[config.mk]
export PLATFORM = sky130hd
export DESIGN_NAME = mips_wb_arbiter
export DESIGN_NICKNAME = d
export VERILOG_FILES = /design/src/rtl/mips_pkg.sv /design/src/rtl/mips_wb_scoreboard.sv /design/src/rtl/mips_wb_arbiter.sv
export SDC_FILE = /design/constraint.sdc
export NUM_CORES = 1
export LEC_CHECK = 0
export ABC_AREA = 0
export BUFFER_PORTS_ARGS = -buffer_cell sky130_fd_sc_hd__buf_2
export CORE_MARGIN = 3
export CORE_UTILIZATION = 39
export CTS_BUF_LIST = sky130_fd_sc_hd__clkbuf_8
export CTS_CLUSTER_SIZE = 25
export DETAILED_ROUTE_END_ITERATION = 16
export PLACE_DENSITY = 0.81
export SLEW_MARGIN = 30
export SYNTH_ARGS = -nofsm -noshare
export SYNTH_HDL_FRONTEND = slang
export SYNTH_SLANG_ARGS = --single-unit
[constraint.sdc]
create_clock -name CLK -period 1.4 [get_ports CLK]
set_input_delay 0.14 -clock CLK [delete_from_list [all_inputs] [get_ports CLK]]
set_output_delay 0.14 -clock CLK [all_outputs]
set_load 0.005 [all_outputs]
[src/rtl/mips_pkg.sv]
// Shared MIPS writeback types: register index, data word and requester identifiers.
package mips_pkg;

  typedef logic [4:0]  reg_addr_t;
  typedef logic [31:0] word_t;

  localparam reg_addr_t REG_ZERO = 5'd0;

  typedef enum logic {
    REQ_ALU = 1'b0,
    REQ_LSU = 1'b1
  } req_e;

endpackage

[src/rtl/mips_wb_scoreboard.sv]
// Pending-load scoreboard: tracks registers awaiting an LSU writeback and flags
// decode-stage read-after-load hazards. Only built with MIPS_WB_SCOREBOARD_EN.
module mips_wb_scoreboard
  import mips_pkg::*;
(
  input  logic      CLK,
  input  logic      rst,
  input  logic      issue_valid_i,
  input  reg_addr_t issue_addr_i,
  output logic      issue_ready_o,
  input  reg_addr_t rs_addr_i,
  input  reg_addr_t rt_addr_i,
  output logic      hazard_o,
  input  logic      lsu_wr_en_i,
  input  reg_addr_t lsu_wr_addr_i
);

  logic [31:0] pend_q, pend_d;

  assign issue_ready_o = !pend_q[issue_addr_i] || (issue_addr_i == REG_ZERO);
  assign hazard_o      = pend_q[rs_addr_i] | pend_q[rt_addr_i];

  // The set is applied after the clear so a re-issue in the writeback cycle stays pending.
  always_comb begin
    pend_d = pend_q;
    if (lsu_wr_en_i) pend_d[lsu_wr_addr_i] = 1'b0;
    if (issue_valid_i && issue_ready_o && (issue_addr_i != REG_ZERO))
      pend_d[issue_addr_i] = 1'b1;
    pend_d[REG_ZERO] = 1'b0;
  end

  always_ff @(posedge CLK) begin
    if (rst) pend_q <= '0;
    else     pend_q <= pend_d;
  end

endmodule

[src/rtl/mips_wb_arbiter.sv]
// Writeback arbiter: ALU has fixed priority, LSU is forced through after MAX_WAIT losses.
// Optional pending-load scoreboard enabled by defining MIPS_WB_SCOREBOARD_EN.
module mips_wb_arbiter
  import mips_pkg::*;
#(
  parameter int unsigned MAX_WAIT = 3,
  parameter int unsigned DATA_W   = 32
) (
  input  logic              CLK,
  input  logic              rst,
  input  logic              alu_valid,
  input  reg_addr_t         alu_addr,
  input  logic [DATA_W-1:0] alu_data,
  output logic              alu_ready,
  input  logic              lsu_valid,
  input  reg_addr_t         lsu_addr,
  input  logic [DATA_W-1:0] lsu_data,
  output logic              lsu_ready,
`ifdef MIPS_WB_SCOREBOARD_EN
  input  logic              issue_valid,
  input  reg_addr_t         issue_addr,
  output logic              issue_ready,
  input  reg_addr_t         rs_addr,
  input  reg_addr_t         rt_addr,
  output logic              hazard,
`endif
  output logic              RegWrite,
  output reg_addr_t         WriteAddress,
  output logic [DATA_W-1:0] DataIn
);

  localparam int unsigned CNT_W = (MAX_WAIT < 1) ? 1 : $clog2(MAX_WAIT + 1);
  localparam logic [CNT_W-1:0] CNT_MAX = CNT_W'(MAX_WAIT);

  logic [CNT_W-1:0]  wait_cnt_q, wait_cnt_d;
  logic              regwrite_q;
  reg_addr_t         waddr_q;
  logic [DATA_W-1:0] wdata_q;

  logic              force_lsu;
  logic              grant_vld;
  req_e              grant_src;
  reg_addr_t         grant_addr;
  logic [DATA_W-1:0] grant_data;

  assign force_lsu = lsu_valid && (wait_cnt_q == CNT_MAX);

  always_comb begin
    grant_vld = 1'b0;
    grant_src = REQ_ALU;
    if (!rst) begin
      if (force_lsu) begin
        grant_vld = 1'b1;
        grant_src = REQ_LSU;
      end else if (alu_valid) begin
        grant_vld = 1'b1;
        grant_src = REQ_ALU;
      end else if (lsu_valid) begin
        grant_vld = 1'b1;
        grant_src = REQ_LSU;
      end
    end
  end

  assign alu_ready  = grant_vld && (grant_src == REQ_ALU);
  assign lsu_ready  = grant_vld && (grant_src == REQ_LSU);
  assign grant_addr = (grant_src == REQ_LSU) ? lsu_addr : alu_addr;
  assign grant_data = (grant_src == REQ_LSU) ? lsu_data : alu_data;

  always_comb begin
    wait_cnt_d = wait_cnt_q;
    if (!lsu_valid || lsu_ready)  wait_cnt_d = '0;
    else if (wait_cnt_q != CNT_MAX) wait_cnt_d = wait_cnt_q + 1'b1;
  end

`ifdef MIPS_WB_SCOREBOARD_EN
  logic wb_lsu_q;
`endif

  always_ff @(posedge CLK) begin
    if (rst) begin
      regwrite_q <= 1'b0;
      waddr_q    <= REG_ZERO;
      wdata_q    <= '0;
      wait_cnt_q <= '0;
`ifdef MIPS_WB_SCOREBOARD_EN
      wb_lsu_q   <= 1'b0;
`endif
    end else begin
      wait_cnt_q <= wait_cnt_d;
      regwrite_q <= grant_vld && (grant_addr != REG_ZERO);
      if (grant_vld) begin
        waddr_q <= grant_addr;
        wdata_q <= grant_data;
      end
`ifdef MIPS_WB_SCOREBOARD_EN
      wb_lsu_q   <= grant_vld && (grant_src == REQ_LSU);
`endif
    end
  end

  assign RegWrite     = regwrite_q;
  assign WriteAddress = waddr_q;
  assign DataIn       = wdata_q;

`ifdef MIPS_WB_SCOREBOARD_EN
  mips_wb_scoreboard u_scoreboard (
    .CLK           (CLK),
    .rst           (rst),
    .issue_valid_i (issue_valid),
    .issue_addr_i  (issue_addr),
    .issue_ready_o (issue_ready),
    .rs_addr_i     (rs_addr),
    .rt_addr_i     (rt_addr),
    .hazard_o      (hazard),
    .lsu_wr_en_i   (regwrite_q && wb_lsu_q),
    .lsu_wr_addr_i (waddr_q)
  );
`endif

endmodule
==> summary.md, run 1 <==
| Metric | Value |
|---|---|
| Status | complete, but fails checks |
| Failing checks | setup timing |
| Worst IR Drop VDD | 448 uV |
| HPWL after detailed placement | 3860 um |
| Drt drc | 0 |
| Unrepaired setup endpoints after global routing | yes |
| Crit path capture type | flip-flop |
| H-tree levels | 2 |
| CP Max Fanout | 24 |
| Initial antenna violation count | 0 |
| DRT Pass-1 Iters | 4 |
| Worst slew pin tran | slightly below 0.8 ns |
| Via/cell ratio | about 5.6 |
| WP data arrival | 1.72 ns |
| Final setup violation count | 32 |
| Crit-path cells | ha_4 > nand2b_4 > buf_12 > a2111oi_2 > a221o_1 |
| Worst-path clk slew | ~0.080 ns |
| CTS tree | built |
| Final hold violations | 0 |
| Reg2Reg Depth | 5 |
| Slowest stage delay, CP | 0.39 ns |
| Nets | 382 |
| Antenna violation net count after detailed routing | 0 |
| Syn_nets | 269 |
| Maximum clock path buffer count | 2 |
| Die span in y | 76.2 um |
| Final RePlAce weighted congestion | 0.678 |
| Slowest-stage cell, CP | a2111oi_2 |
| Clock tree root driver cell | clkbuf_8 |
| Worst Skew | ~0.0063 ns |
| Routed via count | 2071 |
| Antenna diodes | 0 |
| Leak | about 1.4 nW |
| Pin count of the biggest net entering global routing | 39 |
| CP Class | reg -> reg |
| Sum Neg Setup Slack | -1.26 ns |
| Placed cell count | 358 |
| CTS sink count | 40 |
| Post-synth top area share | 41.6% |
| Synth-to-Final Area Change | 60.8% |
| Routed WL per cell | between 15 and 20 um |
| DIE AREA | around 0.0058 mm2 |
| Starting DRT DRC Count | around 90 |
| Starting Density | roughly 42% |
| Core ar. | roughly 0.0046 mm2 |
| Top Ports | between 100 and 150 |
| Post-synth top area cell | dfxtp_1 |
| Relative slew slack | 47.8% |
| Core Rows | 24 |
| Startpoint type of the worst setup path | flip-flop |
| Total power | between 2 and 3 mW |
| Pwr dens | ~860 mW/mm2 |
| Yosys reg bits | 40 |
| Layout cells sized above 1 | about three fifths |
| Skew-Pair Late Insertion Delay | 0.29 ns |
| Hold Crit Depth | 2 |
| Sequential share of the synthesized area | approximately two fifths |
| Part of the cycle the worst path needs | 106% |
| CTS Buf Count | 5 |
| Distinct cells, synth | 19 |
| Post-Syn Instances | 190 |
| GRT Util Overall | 21.6% |
| Area after DPL | 0.00262 mm2 |
| WL final | 6390 um |
| Slew Viols, Final | 0 |
| Non-filler cells, final | about 370 |
| Cell Area, Synth | slightly below 0.002 mm2 |
| Final instance area | 0.00309 mm2 |
| Final WS setup | -0.0789 ns |
| Vias in the first global route | between 2000 and 2500 |
| Final core utilization | between 60 and 70% |
| Die Wd | ~76 um |
| Yosys warning total | 0 |
| Syn Area/Cell | around 10 um2 |
| Top cells by area, synth | dfxtp_1 (42%), a221o_1 (19%), a2111oi_0 (13%) |
| Fmax | slightly below 700 MHz |
| Required time worst endpoint | approximately 1.6 ns |
| HP Class | in -> reg |
| Max cap viols | 0 |
| PortBufs | approximately 120 |
| First-pass GRT wire length | a little over 10000 um |
| Tmin final | about 1.5 ns |
| GRT overflow | 0 |
==> worst max-delay path: cells and delay by family, from the launching register on <==
kind                       cells  cell delay [ns]
AOI/OAI and AO/OA              2             0.55
adders and majority gates      1             0.15
DFF                            1             0.34
buffers and inverters          1             0.20
and+or+nand+nor                1             0.17
==> kinds of logic after synthesis <==
kind of cell | count (synthesis) | synth area share, %
buffers and inverters | 61 | 13.8
and+or+nand+nor | 12 | 4.43
DFF | 40 | 41.6
adders and majority gates | 1 | 0.651
AOI/OAI and AO/OA | 76 | 39.5
==> registers in the layout, summed over array words and instances, names as in the netlist <==
name	cells
DataIn	32
WriteAddress	5
wait_cnt_q	2
RegWrite	1
==> layout by cell type (no fill, tap or decap), drive strengths merged <==
| master | Yosys | final |
|---|---|---|
| and4b | 1 | 1 |
| a211oi | 2 | 2 |
| a2111oi | 37 | 37 |
| nor3 | 1 | 1 |
| a221o | 37 | 37 |
| clkbuf | 10 | 5 |
| nor2 | 3 | 3 |
| dfxtp | 40 | 40 |
| and2 | 1 | 3 |
| clkinv | 0 | 1 |
| or4 | 2 | 2 |
| nor3b | 1 | 1 |
| inv | 37 | 38 |
| nor2b | 1 | 1 |
| nand2b | 1 | 1 |
| or2 | 1 | 1 |
| buf | 14 | 128 |
| ha | 1 | 1 |
==> metal layers <==
| layer | up-vias | wire, um | track usage [%] |
|---|---|---|---|
| met2 | 112 | 3090 | 35.4 |
| li1 | 980 | - | - |
| met4 | 0 | 53 | 4.89 |
| met3 | 5 | 611 | 6.26 |
| met1 | 974 | 2640 | 27.9 |
| met5 | - | 0 | 0 |
==> final timing paths <==
kind / start / endpoint / slack (ns)
setup / recovery: wait_cnt_q[0] / DataIn[22] / -0.08
hold / removal: lsu_data[28] / DataIn[28] / 0.07
setup reg to reg: wait_cnt_q[0] / DataIn[22] / -0.08
hold reg to reg: wait_cnt_q[0] / wait_cnt_q[0] / 0.45
==> cells in the mapped netlist (all sizes together) <==
cell     number
nor2          3
inv          37
nor2b         1
dfxtp        40
or2           1
nor3b         1
or4           2
nor3          1
ha            1
nand2b        1
clkbuf       10
a2111oi      37
buf          14
a221o        37
a211oi        2
and2          1
and4b         1
==> what timing repair did <==
action	in CTS	in global routing
buffers inserted	1	0
hold buffers	0	0
gates resized for setup	61	15
gates cloned	2	0
pin swaps	2	1
setup endpoints to repair	39	39
==> cell type report <==
cell class | count | area [um2]
fill | 373 | 1470
multi-input combinational | 91 | 1260
sequential | 40 | 803
timing repair buffer | 128 | 726
inverter | 37 | 139
tap | 65 | 81.3
clock buffer | 5 | 68.8
clock inverter | 2 | 8.76
==> report_power, final <==
group | total, mW | internal, mW | switching, mW | leakage (nW)
logic | 0.659 | 0.321 | 0.338 | 1.01
registers | 1.28 | 1.23 | 0.0507 | 0.333
clock network | 0.718 | 0.332 | 0.386 | 0.0452
==> metrics by stage <==
stage               hold slack (ns)  setup WS [ns]
finish                       0.0685        -0.0789
global route                 0.0622         -0.144
CTS                          0.0657        -0.0794
detailed placement            0.372         -0.121
global placement              0.370       -0.00546
floorplan                     0.285        -0.0127
(Power assumes the default switching activity.)
==> run 2: changes to the inputs <==
- CORE_UTILIZATION: 39 -> 40
- PLACE_DENSITY: 0.81 -> 0.82
==> summary.md, run 2 (synthesis results as in run 1) <==
| Metric | Value |
|---|---|
| Largest delay share family, worst path | compound AO/OA/AOI/OAI gates |
| Failing checks | setup timing |
| Switching Share | 29.8% (+0.65 points) |
| Reg2reg start | wait_cnt_q[0] |
| Slew Viols, Final | 0 (unchanged) |
| Maximum clock path buffer count | 2 (unchanged) |
| First-pass GRT wire length | 9600 um (-6.5%) |
| Pint | 1.96 mW (+4.2%) |
| Worst-path clk slew | 0.08 ns (about the same) |
| Pwr dens | 869 mW/mm2 (+1.1%) |
| Clock tree root driver cell | clkbuf_8 |
| Synth-to-Final Area Change | 67.2% |
| Clock Power Share | 29.3% (+2.3 points) |
| Starting Density | 42.7% (+0.56 points) |
| Part of the power in registers | 46.0% (-2.2 points) |
| Final RePlAce weighted congestion | 0.795 (+17%) |
| GRT overflow | 0 (unchanged) |
| Starting DRT DRC Count | 98 (+7.7%) |
| WL final | 6740 um (+5.4%) |
| Final hold violations | 0 (unchanged) |
| Part of the cycle the worst path needs | 107% (+1.2 points) |
| Worst path bufs/invs | 1 (unchanged) |
| Routed via count | 2135 (+3.1%) |
| Fmax | 669 MHz (-1.1%) |
| Max reg flops | 32 (unchanged) |
| Slowest stage delay, CP | 0.36 ns (-0.03 ns) |
| Initial antenna violation count | 0 (unchanged) |
| Final instance area | 0.00322 mm2 (+4.0%) |
| Antenna diodes | 0 (unchanged) |
| Reg2Reg Depth | 5 (unchanged) |
| Crit path capture type | flip-flop |
| Commonest non-fill, non-tap cell in the layout | buf_2 |
| Worst slew pin tran | 0.483 ns (-0.298 ns) |
| WP data arrival | 1.74 ns (+0.02 ns) |
| Top Ports | 118 (unchanged) |
| DP Worst Slack | -0.158 ns (-0.0377 ns) |
| Switching pwr | 0.832 mW (+7.4%) |
| Worst IR Drop VDD | 450 uV (+0.35%) |
| R2r endpoint | DataIn[5] |
| Unrepaired setup endpoints after global routing | yes |
| CTS Buf Count | 5 (unchanged) |
| CTS sink count | 40 (unchanged) |
| Layout cells sized above 1 | 60.6% (+0.84 points) |
| FF-to-FF setup slack | -0.1 ns (-0.02 ns) |
| Tmin final | 1.50 ns (+0.0169 ns) |
| Required time worst endpoint | 1.64 ns (about the same) |
| Hold_sp | lsu_data[23] |
| CTS tree | built |
| Antenna violation net count after detailed routing | 0 (unchanged) |
| Most frequent cells in the layout | buf_2 (116), dfxtp_1 (38), inv_1 (37), a221o_1 (37), a2111oi_4 (22) |
| # hold bufs at CTS | 0 (unchanged) |
| Worst Skew | 0.00595 ns (-0.000356 ns) |
| Max cap viols | 0 (unchanged) |
| Hold Path End | DataIn[23] |
| Final setup violation count | 25 (-22%) |
| Area after DPL | 0.00259 mm2 (-0.91%) |
| Crit-path cells | ha_4 > nand2b_2 > buf_8 > a2111oi_4 > a221o_1 |
| Worst Hold Slack | 0.0684 ns (-0.000184 ns) |
| HP Class | in -> reg |
| Leak | 1.42 nW (+2.7%) |
| Pin count of the biggest net entering global routing | 21 (-46%) |
| CP Class | reg -> reg |
| PortBufs | 117 (unchanged) |
| Routed WL per cell | 18.5 um (+6.5%) |
| Vias in the first global route | 2042 (-1.8%) |
| Nets | 390 (+2.1%) |
| Skew-Pair Late Insertion Delay | 0.29 ns (about the same) |
| Die span in y | 75.3 um (-1.2%) |
| Core ar. | 0.00450 mm2 (-1.3%) |
| Non-filler cells, final | 364 (-1.1%) |
| Status | complete, but fails checks |
| Placed cell count | 349 (-2.5%) |
| GRT Util Overall | 22.1% (+0.50 points) |
| DIE AREA | 0.00568 mm2 (-2.3%) |
| Total power | 2.79 mW (+5.1%) |
| Via/cell ratio | 5.87 (+4.2%) |
| Comb pwr share | 24.7% (about the same) |
| Slowest-stage cell, CP | a2111oi_4 |
| Die Wd | 75.3 um (-1.2%) |
| DRT Pass-1 Iters | 4 (unchanged) |
| H-tree levels | 2 (unchanged) |
| HPWL after detailed placement | 4210 um (+9.0%) |
| Hold Crit Depth | 2 (unchanged) |
| Core Rows | 24 (unchanged) |
| Startpoint type of the worst setup path | flip-flop |
| Relative slew slack | 67.8% (+20 points) |
| Drt drc | 0 (unchanged) |
| Final WS setup | -0.0958 ns (-0.0169 ns) |
| CP Max Fanout | 7 (-71%) |
==> run 2: cell types whose count changed in the layout (fill, tap and decap cells not counted), sizes merged <==
cell	before	now
clkinv	1	0
and2	3	4
clkinvlp	0	2
nand2b	1	2
clkbuf	5	6
inv	38	37
buf	128	134
==> run 2: repair_timing <==
item	4_1_cts	5_1_grt
resized for setup	63	23
cloned	3	1
setup buffers	2	1
endpoints found under the setup margin	39	40
pin swaps	2	1
==> run 2: area by class of cell <==
class	instances	area [um2]
fill	343	1290
clock inverter	2	15.0
tap	52	65.1
timing repair buffer	134	747
sequential	40	803
multi-input combinational	93	1360
inverter	37	139
clock buffer	6	82.6
==> run 2: power groups by stage <==
stage	Combinational, mW	Clock, mW	Sequential (mW)
after global routing	0.746	0.875	1.29
after detailed placement	0.504	0	1.31
after global placement	0.492	0	1.31
after floorplan	0.242	0	1.31
final	0.691	0.819	1.29
after CTS	0.607	0.828	1.28
==> run 2: worst max-delay path by stage <==
stage	startpoint	to	depth (start not counted)
after floorplan	wait_cnt_q[0]	DataIn[3]	6
after global placement	wait_cnt_q[0]	DataIn[10]	5
after detailed placement	wait_cnt_q[0]	DataIn[27]	5
after CTS	wait_cnt_q[0]	alu_ready	5
after global routing	wait_cnt_q[0]	DataIn[3]	5
final	wait_cnt_q[0]	DataIn[5]	5
==> run 2: per-stage QoR <==
| step | util (%) | TNS, ns |
|---|---|---|
| 2_1_floorplan | - | -0.383 |
| 3_3_place_gp | 57.6 | -0.648 |
| 3_5_place_dp | 57.6 | -1.85 |
| 4_1_cts | 65.9 | -0.551 |
| 5_1_grt | 71.4 | -3.05 |
| 6_report | 71.4 | -1.22 |
==> run 2: metal layers <==
metal	vias to the layer above	GRT usage, %	wire (um)
li1	997	-	-
met1	1018	26.5	2820
met2	105	37.3	3270
met3	15	6.60	566
met4	0	8.16	82
met5	-	0	0
==> run 3: changes to the inputs <==
- clock period: 1.4 -> 1.25 ns (I/O delays scaled with it)
==> summary.md, run 3 (synthesis results as in run 1) <==
| Metric | Value |
|---|---|
| Worst Hold Slack | 0.0623 ns (-0.00610 ns) |
| Starting DRT DRC Count | 116 (+18%) |
| Max cap viols | 0 (unchanged) |
| Die Wd | 75.3 um (unchanged) |
| DP Worst Slack | -0.257 ns (-0.0989 ns) |
| Core Rows | 24 (unchanged) |
| Required time worst endpoint | 1.43 ns (-0.21 ns) |
| Via/cell ratio | 5.86 (-0.17%) |
| DRT Pass-1 Iters | 4 (unchanged) |
| Relative slew slack | 61.4% (-6.4 points) |
| Final WS setup | -0.227 ns (-0.131 ns) |
| Hold Crit Depth | 2 (unchanged) |
| Failing checks | setup timing |
| Most frequent cells in the layout | buf_2 (116), dfxtp_1 (38), inv_1 (37), a221o_1 (37), a2111oi_4 (24) |
| Antenna diodes | 0 (unchanged) |
| Skew-Pair Late Insertion Delay | 0.29 ns (about the same) |
| Worst Skew | 0.00560 ns (-0.000342 ns) |
| First-pass GRT wire length | 10300 um (+7.7%) |
| Final setup violation count | 40 (+60%) |
| Status | complete, but fails checks |
| HPWL after detailed placement | 4040 um (-4.0%) |
| WL final | 7250 um (+7.6%) |
| H-tree levels | 2 (unchanged) |
| Hold_sp | lsu_data[17] |
| Area after DPL | 0.00266 mm2 (+2.4%) |
| Reg2Reg Depth | 5 (unchanged) |
| Final hold violations | 0 (unchanged) |
| Pin count of the biggest net entering global routing | 28 (+33%) |
| Worst slew pin tran | 0.577 ns (+0.0945 ns) |
| WP data arrival | 1.65 ns (-0.09 ns) |
| R2r endpoint | DataIn[21] |
| DIE AREA | 0.00568 mm2 (unchanged) |
| Reg2reg start | wait_cnt_q[0] |
| Maximum clock path buffer count | 2 (unchanged) |
| Clock tree root driver cell | clkbuf_8 |
| Final instance area | 0.00335 mm2 (+4.2%) |
| Top Ports | 118 (unchanged) |
| Pwr dens | 946 mW/mm2 (+8.8%) |
| Crit path capture type | flip-flop |
| Worst IR Drop VDD | 562 uV (+25%) |
| Nets | 392 (+0.51%) |
| CTS tree | built |
| Core ar. | 0.00450 mm2 (unchanged) |
| Final core utilization | 74.4% (+3.0 points) |
| Tmin final | 1.48 ns (-0.0192 ns) |
| Part of the cycle the worst path needs | 118% (+11 points) |
| FF-to-FF setup slack | -0.23 ns (-0.13 ns) |
| Worst-path clk slew | 0.08 ns (about the same) |
| Vias in the first global route | 2071 (+1.4%) |
| Fillers | 305 (-11%) |
| Max reg flops | 32 (unchanged) |
| Layout cells sized above 1 | 61.5% (+0.89 points) |
| Starting Density | 42.7% (unchanged) |
| PortBufs | 117 (unchanged) |
| Slew Viols, Final | 0 (unchanged) |
| Startpoint type of the worst setup path | flip-flop |
| GRT overflow | 0 (unchanged) |
| CP Max Fanout | 6 (-1) |
| Commonest non-fill, non-tap cell in the layout | buf_2 |
| CTS Buf Count | 5 (unchanged) |
| Hold Path End | DataIn[17] |
| Routed WL per cell | 19.8 um (+7.1%) |
| Final RePlAce weighted congestion | 0.783 (-1.5%) |
| Routed via count | 2143 (+0.37%) |
| GRT Util Overall | 23.9% (+1.9 points) |
| Synth-to-Final Area Change | 74.2% |
| # hold bufs at CTS | 0 (unchanged) |
| Leak | 1.47 nW (+3.2%) |
| CTS sink count | 40 (unchanged) |
| Die span in y | 75.3 um (unchanged) |
| CP Class | reg -> reg |
| Antenna violation net count after detailed routing | 0 (unchanged) |
| HP Class | in -> reg |
| Unrepaired setup endpoints after global routing | yes |
| Fmax | 677 MHz (+1.3%) |
| Initial antenna violation count | 0 (unchanged) |
| Drt drc | 0 (unchanged) |
==> run 3: cell count changes in the layout (fill, tap and decap cells not counted), sizes merged <==
cell | previous run | this run
and2 | 4 | 6
nand2b | 2 | 3
buf | 134 | 133
clkinvlp | 2 | 0
clkinv | 0 | 2
==> run 3: cell type report <==
type | instances | area, um2 | share of cell area [%]
timing repair buffer | 133 | 820 | 24.5
inverter | 37 | 139 | 4.14
tap | 52 | 65.1 | 1.94
clock inverter | 2 | 10.0 | 0.299
multi-input combinational | 96 | 1430 | 42.7
sequential | 40 | 803 | 24.0
clock buffer | 6 | 82.6 | 2.46
==> run 3: per-stage QoR <==
| stage | total power, mW | TNS, ns | instances |
|---|---|---|---|
| after floorplan | 1.74 | -5.97 | 190 |
| after global placement | 2.04 | -6.79 | 349 |
| after detailed placement | 2.05 | -8.28 | 349 |
| after CTS | 3.11 | -5.68 | 366 |
| after global routing | 3.30 | -8.54 | 366 |
| final | 3.17 | -6.94 | 366 |
==> run 3: critical path, cell delays in order (launching register included) <==
cell      delay (ns)
dfxtp_2         0.34
ha_4            0.16
nand2b_4        0.17
and2_4          0.20
buf_4           0.17
a221o_1         0.32
==> run 3: worst max path at each step <==
stage / startpoint / slack [ns] / cells after the start / endpoint
after CTS: wait_cnt_q[0] / -0.22 / 5 / alu_ready
after global routing: wait_cnt_q[0] / -0.27 / 4 / DataIn[25]
after floorplan: wait_cnt_q[0] / -0.16 / 6 / DataIn[3]
after detailed placement: wait_cnt_q[0] / -0.26 / 5 / DataIn[24]
final: wait_cnt_q[0] / -0.23 / 5 / DataIn[21]
after global placement: wait_cnt_q[0] / -0.26 / 5 / DataIn[10]
==> run 3: per-layer routing <==
| layer | routed length (um) | global-route usage (%) | up-vias | part of all wire, % |
|---|---|---|---|---|
| met2 | 3640 | 41.3 | 113 | 50 |
| met5 | 0 | 0 | - | 0 |
| met4 | 79 | 5.24 | 0 | 1.1 |
| li1 | - | - | 1009 | - |
| met1 | 2960 | 30.8 | 1012 | 41 |
| met3 | 567 | 5.15 | 9 | 7.8 |
==> run 3: repair_timing <==
action | in CTS | in global routing
cloned | 8 | 0
endpoints found under the setup margin | 40 | 40
setup buffers | 1 | 0
pin swaps | 5 | 0
gates resized for setup | 77 | 16
==> run 3: power breakdown <==
group	total, mW	switching (mW)	internal [mW]	leakage (nW)
Combinational	0.846	0.434	0.412	1.09
Clock	0.885	0.444	0.441	0.0510
Sequential	1.44	0.0595	1.38	0.333
